===== config.mk =====
export PLATFORM = sky130hd
export DESIGN_NAME = code_sender_flat
export DESIGN_NICKNAME = d
export VERILOG_FILES = /design/src/rtl/lock_pkg.sv /design/src/rtl/code_sender_if.sv /design/src/rtl/interval_counter.sv /design/src/rtl/code_sender.sv /design/src/flat_wrapper.sv
export SDC_FILE = /design/constraint.sdc
export NUM_CORES = 1
export LEC_CHECK = 0
export CAP_MARGIN = 15
export CORE_UTILIZATION = 30
export DETAILED_ROUTE_END_ITERATION = 12
export DONT_BUFFER_PORTS = 1
export SYNTH_ARGS = -nofsm -noshare
export SYNTH_HDL_FRONTEND = slang
export SYNTH_SLANG_ARGS = --single-unit
export TNS_END_PERCENT = 100

===== constraint.sdc =====
create_clock -name clock -period 1.75 [get_ports clock]
set_input_delay 0.4375 -clock clock [delete_from_list [all_inputs] [get_ports clock]]
set_output_delay 0.4375 -clock clock [all_outputs]
set_load 0.02 [all_outputs]

===== src/rtl/lock_pkg.sv =====
// Shared definitions for the combination-lock subsystem:
// code_sender state encoding and default timer settings.
package lock_pkg;

    localparam logic [2:0] ST_IDLE      = 3'd0;
    localparam logic [2:0] ST_PRESS     = 3'd1;
    localparam logic [2:0] ST_RELEASE   = 3'd2;
    localparam logic [2:0] ST_WAIT_RESP = 3'd3;
    localparam logic [2:0] ST_DONE      = 3'd4;

    typedef enum logic [2:0] {
        IDLE      = ST_IDLE,
        PRESS     = ST_PRESS,
        RELEASE   = ST_RELEASE,
        WAIT_RESP = ST_WAIT_RESP,
        DONE      = ST_DONE
    } send_state_e;

    // Also used by the lock's own timer configuration.
    localparam int HOLD_CYCLES_DEF  = 4;
    localparam int GAP_CYCLES_DEF   = 4;
    localparam int RESP_TIMEOUT_DEF = 16;

    function automatic int max3(input int a, input int b, input int c);
        int m;
        m = (a > b) ? a : b;
        return (m > c) ? m : c;
    endfunction

endpackage


===== src/rtl/code_sender_if.sv =====
// Start/busy/done control handshake of the code sender,
// including the code to send and the reported outcome.
interface code_sender_if #(
    parameter int DIGITS = 4,
    parameter int IDX_W  = 3
) ();

    logic                      start;
    logic [DIGITS*IDX_W-1:0]   code;
    logic                      busy;
    logic                      done;
    logic                      success;

    modport master (
        output start,
        output code,
        input  busy,
        input  done,
        input  success
    );

    modport slave (
        input  start,
        input  code,
        output busy,
        output done,
        output success
    );

endinterface


===== src/rtl/interval_counter.sv =====
// Clearable up-counter that saturates at a terminal count;
// tc is high while the count equals term.
module interval_counter #(
    parameter int W = 4
) (
    input  logic         clock,
    input  logic         reset_n,
    input  logic         clr,
    input  logic [W-1:0] term,
    output logic         tc
);

    logic [W-1:0] cnt_q;
    logic [W-1:0] cnt_d;

    assign tc = (cnt_q == term);

    always_comb begin
        cnt_d = cnt_q;
        if (clr) begin
            cnt_d = '0;
        end else if (!tc) begin
            cnt_d = cnt_q + 1'b1;
        end
    end

    always_ff @(posedge clock or negedge reset_n) begin
        if (!reset_n) begin
            cnt_q <= '0;
        end else begin
            cnt_q <= cnt_d;
        end
    end

endmodule


===== src/rtl/code_sender.sv =====
// Sends a stored code to the lock switch bank as timed
// press/release pulses, then reports whether the lock opened.
module code_sender
    import lock_pkg::*;
#(
    parameter int NUM_SW       = 8,
    parameter int DIGITS       = 4,
    parameter int IDX_W        = 3,
    parameter int HOLD_CYCLES  = HOLD_CYCLES_DEF,
    parameter int GAP_CYCLES   = GAP_CYCLES_DEF,
    parameter int RESP_TIMEOUT = RESP_TIMEOUT_DEF
) (
    input  logic              clock,
    input  logic              reset_n,
    code_sender_if.slave      ctrl,
    input  logic              locked,
    input  logic              alarm,
    output logic [NUM_SW-1:0] switches
);

    localparam int CNT_W = $clog2(max3(HOLD_CYCLES, GAP_CYCLES,
                                       RESP_TIMEOUT));
    localparam int DCNT_W = (DIGITS > 1) ? $clog2(DIGITS) : 1;

    send_state_e             state_q;
    send_state_e             state_d;
    logic [DCNT_W-1:0]       dig_q;
    logic [DCNT_W-1:0]       dig_d;
    logic [DIGITS*IDX_W-1:0] code_q;
    logic [DIGITS*IDX_W-1:0] code_d;
    logic                    succ_q;
    logic                    succ_d;

    logic [CNT_W-1:0]        term;
    logic                    tc;
    logic                    cnt_clr;
    logic                    last_dig;
    logic [IDX_W-1:0]        cur_idx;

    assign last_dig = (dig_q == DCNT_W'(DIGITS - 1));
    assign cur_idx  = code_q[int'(dig_q)*IDX_W +: IDX_W];
    assign cnt_clr  = (state_d != state_q) || (state_q == IDLE);

    always_comb begin
        term = '0;
        unique case (1'b1)
            state_q == PRESS:     term = CNT_W'(HOLD_CYCLES - 1);
            state_q == RELEASE:   term = CNT_W'(GAP_CYCLES - 1);
            state_q == WAIT_RESP: term = CNT_W'(RESP_TIMEOUT - 1);
            default:              term = '0;
        endcase
    end

    interval_counter #(
        .W (CNT_W)
    ) u_ivl (
        .clock   (clock),
        .reset_n (reset_n),
        .clr     (cnt_clr),
        .term    (term),
        .tc      (tc)
    );

    // A low alarm ends the sequence before any other transition.
    always_comb begin
        state_d = state_q;
        dig_d   = dig_q;
        code_d  = code_q;
        succ_d  = succ_q;
        unique case (state_q)
            IDLE: begin
                succ_d = 1'b0;
                if (ctrl.start) begin
                    code_d  = ctrl.code;
                    dig_d   = '0;
                    state_d = PRESS;
                end
            end
            PRESS: begin
                if (!alarm) begin
                    state_d = DONE;
                    succ_d  = 1'b0;
                end else if (tc) begin
                    state_d = RELEASE;
                end
            end
            RELEASE: begin
                if (!alarm) begin
                    state_d = DONE;
                    succ_d  = 1'b0;
                end else if (tc) begin
                    if (last_dig) begin
                        state_d = WAIT_RESP;
                    end else begin
                        dig_d   = dig_q + 1'b1;
                        state_d = PRESS;
                    end
                end
            end
            WAIT_RESP: begin
                if (!alarm) begin
                    state_d = DONE;
                    succ_d  = 1'b0;
                end else if (!locked) begin
                    state_d = DONE;
                    succ_d  = 1'b1;
                end else if (tc) begin
                    state_d = DONE;
                    succ_d  = 1'b0;
                end
            end
            DONE: begin
                state_d = IDLE;
                succ_d  = 1'b0;
            end
            default: begin
                state_d = IDLE;
                succ_d  = 1'b0;
            end
        endcase
    end

    always_ff @(posedge clock or negedge reset_n) begin
        if (!reset_n) begin
            state_q <= IDLE;
            dig_q   <= '0;
            code_q  <= '0;
            succ_q  <= 1'b0;
        end else begin
            state_q <= state_d;
            dig_q   <= dig_d;
            code_q  <= code_d;
            succ_q  <= succ_d;
        end
    end

    // Out-of-range indices press nothing.
    always_comb begin
        switches = '0;
        if (state_q == PRESS && int'(cur_idx) < NUM_SW) begin
            switches[cur_idx] = 1'b1;
        end
    end

    assign ctrl.busy    = (state_q != IDLE);
    assign ctrl.done    = (state_q == DONE);
    assign ctrl.success = succ_q;

endmodule


===== src/flat_wrapper.sv =====
// flat-port wrapper written by rule: the top's interface ports become plain ports
module code_sender_flat import lock_pkg::*;
#(
    parameter int NUM_SW       = 8,
    parameter int DIGITS       = 4,
    parameter int IDX_W        = 3,
    parameter int HOLD_CYCLES  = HOLD_CYCLES_DEF,
    parameter int GAP_CYCLES   = GAP_CYCLES_DEF,
    parameter int RESP_TIMEOUT = RESP_TIMEOUT_DEF
)
  (clock, reset_n, locked, alarm, switches, ctrl_start, ctrl_code, ctrl_busy, ctrl_done, ctrl_success);
  code_sender_if #(.DIGITS(DIGITS), .IDX_W(IDX_W)) ctrl_i ();
  input  logic clock;
  input  logic reset_n;
  input  logic locked;
  input  logic alarm;
  output logic [NUM_SW-1:0] switches;
  input wire logic [$bits(ctrl_i.start)-1:0] ctrl_start;
  input wire logic [$bits(ctrl_i.code)-1:0] ctrl_code;
  output wire logic [$bits(ctrl_i.busy)-1:0] ctrl_busy;
  output wire logic [$bits(ctrl_i.done)-1:0] ctrl_done;
  output wire logic [$bits(ctrl_i.success)-1:0] ctrl_success;
  assign ctrl_i.start = ctrl_start;
  assign ctrl_i.code = ctrl_code;
  assign ctrl_busy = ctrl_i.busy;
  assign ctrl_done = ctrl_i.done;
  assign ctrl_success = ctrl_i.success;
  code_sender #(.NUM_SW(NUM_SW), .DIGITS(DIGITS), .IDX_W(IDX_W), .HOLD_CYCLES(HOLD_CYCLES), .GAP_CYCLES(GAP_CYCLES), .RESP_TIMEOUT(RESP_TIMEOUT)) u_core (.clock(clock), .reset_n(reset_n), .ctrl(ctrl_i), .locked(locked), .alarm(alarm), .switches(switches));
endmodule

==> Word level (Yosys, flattened, before mapping) <==
Cells that the tools add are included.
{ "totals": {"register_bits": 22, "latchBits": 0, "ramBits": 0, "mem_bits_ro": 0, "out_inout_bits": 11, "mem_count": 0} }
{ "classes": {"n_addsub": 2, "mul": 1, "div_mod_pow": 0, "order_cmp": 2, "n_eq_ne": 14, "shift": 1, "n_mux": 26, "bitwise": 0, "n_reduce_logical": 9} }
{ "op_table": {"columns": ["operator", "n"], "rows": [
  ["indexed part select 12 x 32 -> 3 bit", 1],
  ["2-to-1 mux 3 bit", 8],
  ["one-hot mux 3 bit (4 select lines)", 1],
  ["2-to-1 mux 2 bit", 5],
  ["!= test 2 bit (second input constant)", 5],
  ["2-to-1 mux 4 bit", 2],
  ["2-to-1 mux 8 bit", 1],
  ["one-hot mux 4 bit (2 select lines)", 1],
  ["equality test 3 x 2 -> 1 bit (second input constant)", 2],
  ["2-to-1 mux 1 bit", 5],
  ["AND reduction 5 bit", 1],
  ["adder 4 x 1 -> 4 bit (second input constant)", 1],
  ["equality test 4 bit", 1],
  ["less-than comparator 3 x 4 -> 1 bit (second input constant)", 1],
  ["multiplier 2 x 2 -> 4 bit (second input constant)", 1],
  ["!= test 4 x 3 -> 1 bit (second input constant)", 1],
  ["one-hot mux 2 bit (2 select lines)", 1],
  ["AND reduction 2 bit", 2],
  ["demux 1 bit (select 3 bit)", 1],
  ["equality test 3 x 1 -> 1 bit (second input constant)", 1],
  ["equality test 3 bit (second input constant)", 1],
  [">= comparator 3 x 1 -> 1 bit (second input constant)", 1],
  ["zero test 3 bit", 1],
  ["!= test 3 bit", 1],
  ["9 further kinds", 9]
]} }

==> Longest topological paths before layout <==
{ "depth": {"ltp_word": 11, "depth_mapped": 6, "ltp_nobuf": 4} }

==> Hierarchy <==
From an unflattened synthesis, not the netlist that was laid out.
{ "unflattened": {"hier_cells": 147, "hier_area_um2": 1293.7} }
{ "by_module_without_submodules": {"columns": ["mod", "n_inst", "cells_each", "area_per_inst_um2", "seq_area_each_um2"], "rows": [
  ["code_sender", 1, 125, 1049.8, 450.4],
  ["interval_counter", 1, 22, 244.0, 100.1]
]} }

==> Least setup slack after synthesis <==
OpenSTA, ideal clock, no wires.
{ "synth_timing": {"path_type": "register -> output", "startpoint": "register u_core.dig_q[0]", "endpoint": "output port switches[0]", "arrival_ns": 1.665, "path_slack_ns": -0.353, "stages_incl_launch_ff": 4, "path_buffers": 0, "cell_sequence": "dfrtp_1 > mux4_2 > or3_1 > nor2_1"} }
{ "synth_via": {"elab_chain_len": 7} }
{ "synth_lines": {"columns": ["item", "line", "text"], "rows": [
  ["from (decl)", "code_sender.sv:27", "logic [DCNT_W-1:0] dig_q;"],
  ["from (signal assigned)", "code_sender.sv:131", "dig_q <= dig_d;"],
  ["multiplier 2 x 2 -> 4 bit *", "code_sender.sv:41", "assign cur_idx = code_q[int'(dig_q)*IDX_W +: IDX_W];"],
  ["indexed part select 12 x 32 -> 3 bit *", "code_sender.sv:41", null],
  ["less-than comparator 3 x 4 -> 1 bit (implied by the code) / >= comparator 3 x 1 -> 1 bit (equally long branches)", "code_sender.sv:141", "switches[cur_idx] = 1'b1;"],
  ["logical AND 1 bit (implied by the code)", "code_sender.sv:141", null],
  ["2-to-1 mux 1 bit (implied by the code)", "code_sender.sv:141", null],
  ["demux 1 bit (select 3 bit) *", null, null],
  ["2-to-1 mux 8 bit *", "code_sender.sv:140", "if (state_q == PRESS && int'(cur_idx) < NUM_SW) begin"],
  ["to (decl)", "flat_wrapper.sv:17", "output logic [NUM_SW-1:0] switches;"]
]} }
Every way passes the cells marked *; elsewhere a longest branch is shown, timed or not.

==> Worst setup path after layout <==
{ "layout_timing": {"startpoint": "register u_core.dig_q[0]", "endpoint": "output port switches[2]"} }
Same word-level chain as after synthesis.

==> flow_summary_export.csv <==
group,metric,value,unit
routing,drt_iter0_drc,32,
routing,num_vias,1018,
final_layout,final_common_cell,"nand2_1",
synth,synth_warnings,0,
timing,max_slew_margin,0.344,
synth,synth_top_area_frac,0.460,
clock_network,clock_latency,0.26,ns
floorplan,start_util,0.320,
clock_network,cts_buffers,3,
min_path,hold_start,"ctrl_code[4]",
synth,synth_flop_cell,"dfrtp_1",
final_layout,layout_common_cells,"nand2_1, buf_4, dfrtp_1",
floorplan,die_y,65.1,um
worst_setup_path,worstRegToRegCells,7,
timing,skew,0.00126,ns
timing,fin_setup_tns,-4.03,ns
final_layout,layout.nets,178,
timing,max_freq,450,MHz
synth,async_reset_ff_frac,1.00,
worst_setup_path,cp.arrival,1.79,ns
min_path,hold_depth,2,
timing,worst_hold_slack,0.281,ns
synth,synth_nets,152,
power_and_ir_drop,leakagePower,0.000725,uW
clock_network,cts_htree_levels,1,
clock_network,clock_sinks,22,
worst_setup_path,crit_fanout,4,
final_layout,multiInputGateArea,717,um^2
synth,ys_seq_area_frac,0.460,
place,place.port_buffers,0,
timing,setup_viol,10,
worst_setup_path,r2r_end,"u_core.dig_q[0]$_DFFE_PN0P_",
synth,synthesis.area,0.00120,mm^2
global_route,grt_pass1_vias,1076,
outcome,status,"complete, but fails checks",
routing,drc_errors,0,
synth,ys_seq_elements,22,
floorplan,coreArea,0.00374,mm^2
floorplan,io_pins,28,
synth,synthCells,133,
clock_network,cts-root-buf,"clkbuf_8",
outcome,violations,"setup timing",
min_path,min_delay_worst_endpoint,"u_core.code_q[4]$_DFFE_PN0P_",
final_layout,antennaDiodeCount,0,
timing,rsz0062_at_grt,"yes",
synth,syn_avg_cell_area,8.99,um^2
floorplan,die_width,65.1,um
timing,worst_slack,-0.473,ns
worst_setup_path,worstSetupPathType,"reg -> out",
routing,first_pass_iters,3,
routing,ant_nets,0,
place,place_ws,-0.211,ns
min_path,hp-class,"in -> reg",
place,place_inst,198,
synth,netlist.top_cell.by_area,"dfrtp_1",
timing,fin_crit,2.22,ns
worst_setup_path,r2r_setup_slack,-0.30,ns
final_layout,fill_cells,394,
place,gp_congestion,0.851,
final_layout,drive_above_1_share,0.367,
final_layout,finalInstanceArea,0.00160,mm^2
worst_setup_path,crit_path_end_kind,"output pin",
place,placed_area,0.00146,mm^2
timing,period_share,1.27,
worst_setup_path,start_kind,"flip-flop",
worst_setup_path,r2r_start,"u_core.dig_q[0]$_DFFE_PN0P_",
timing,hold_violations,0,
worst_setup_path,worstPathRequired,1.31,ns
global_route,antenna_found_initial,0,
final_layout,area.growth.synth_to_final,33.4,%
place,dp_hpwl,2.11,mm
power_and_ir_drop,vdd_drop_max,507,uV
global_route,grt_pass1_wl,4.64,mm
synth,synth_cell_types,34,
global_route,overflow,0,
final_layout,stdcell_count,206,
routing,avgRoutedWirePerCell,12.9,um
synth,ys_top_cells_by_area,"dfrtp_1, nand2_1, mux4_2",
synth,synth_edf_count,0,
floorplan,die_area,0.00424,mm^2
floorplan,rows,22,
clock_network,clockBufferDepth,2,
timing,slew_viol_final,0,
final_layout,seq_area,554,um^2
timing,worstMarginPinSlew,0.981,ns
power_and_ir_drop,power.density,1550,mW/mm^2
global_route,grt_use_total,0.141,
routing,viasPerCell,4.94,
routing,wl,2.66,mm
global_route,grt_max_degree,23,
clock_network,clk_pin_slew,0.08,ns
clock_network,cts_tree,"done",
run,cap_violations,0,
## worst max-delay path: stages (launching register included)
cell,delay [ns]
dfrtp_2,0.42
mux4_2,0.52
or3_4,0.41
nor2_4,0.17
## cell type report
class                           count  area share
Timing Repair Buffer               25       0.126
Multi-Input combinational cell    105       0.449
Sequential cell                    22       0.347
Clock buffer                        4      0.0345
Inverter                            2     0.00471
Tap cell                           48      0.0376
## per-layer routing
metal	wire (um)	vias up	GRT usage
li1	-	503	-
met1	1240	487	0.172
met2	1240	22	0.237
met3	130	6	0.0295
met4	46	0	0.0652
met5	0	-	0
## flip-flops by register name, summed over array words and instances, names as in the netlist
register,count
u_core.state_q,3
u_core.u_ivl.cnt_q,4
u_core.code_q,12
u_core.dig_q,2
u_core.ctrl.success,1
## how the worst max path moves through the flow
stage | depth (start not counted) | from | endpoint
2_1_floorplan | 3 | u_core.dig_q[0]$_DFFE_PN0P_ | switches[0]
3_3_place_gp | 3 | u_core.dig_q[0]$_DFFE_PN0P_ | switches[0]
3_5_place_dp | 3 | u_core.dig_q[0]$_DFFE_PN0P_ | switches[2]
4_1_cts | 3 | u_core.dig_q[0]$_DFFE_PN0P_ | switches[0]
5_1_grt | 3 | u_core.dig_q[0]$_DFFE_PN0P_ | switches[2]
6_report | 3 | u_core.dig_q[0]$_DFFE_PN0P_ | switches[2]
## stage by stage
| stage | power, uW | util |
|---|---|---|
| after detailed placement | 2020 | 0.391 |
| after CTS | 2450 | 0.417 |
| after global routing | 2640 | 0.426 |
| after floorplan | 1590 | - |
| after global placement | 1990 | 0.391 |
| final | 2470 | 0.426 |
## cell usage after synthesis, drive strengths merged, types with 2 or more instances
library cell   n
nand2         43
dfrtp         22
nor2          14
nor3           4
o21ai          4
clkbuf         3
mux2           3
mux4           3
nand2b         3
nand3          3
or3            3
and2           2
ha             2
inv            2
mux2i          2
nor3b          2
or2            2
## cells by family (layout without fill, tap and decap cells)
group	Yosys count	after routing	synth area share
AO/OA/AOI/OAI	12	12	0.0701
XOR/XNOR	2	2	0.0146
adder cells (fa/ha/maj)	2	2	0.0209
buffers and inverters	6	31	0.0251
flip-flops	22	22	0.460
multiplexers	8	8	0.105
AND/OR/NAND/NOR	81	81	0.304
## what timing repair did
action / CTS / global route
gates resized for setup: 6 / 6
endpoints found under the setup margin: 12 / 15
gates cloned: 0 / 0
hold buffers: 1 / 0
pin swaps: 3 / 2
hold endpoints to repair: 22 / 0
setup buffers: 2 / 1
## power by group
| group | switching [uW] | internal [uW] |
|---|---|---|
| combinational | 669 | 637 |
| sequential | 129 | 679 |
| clock | 158 | 200 |
No activity file was read; power rests on OpenSTA's default activity.
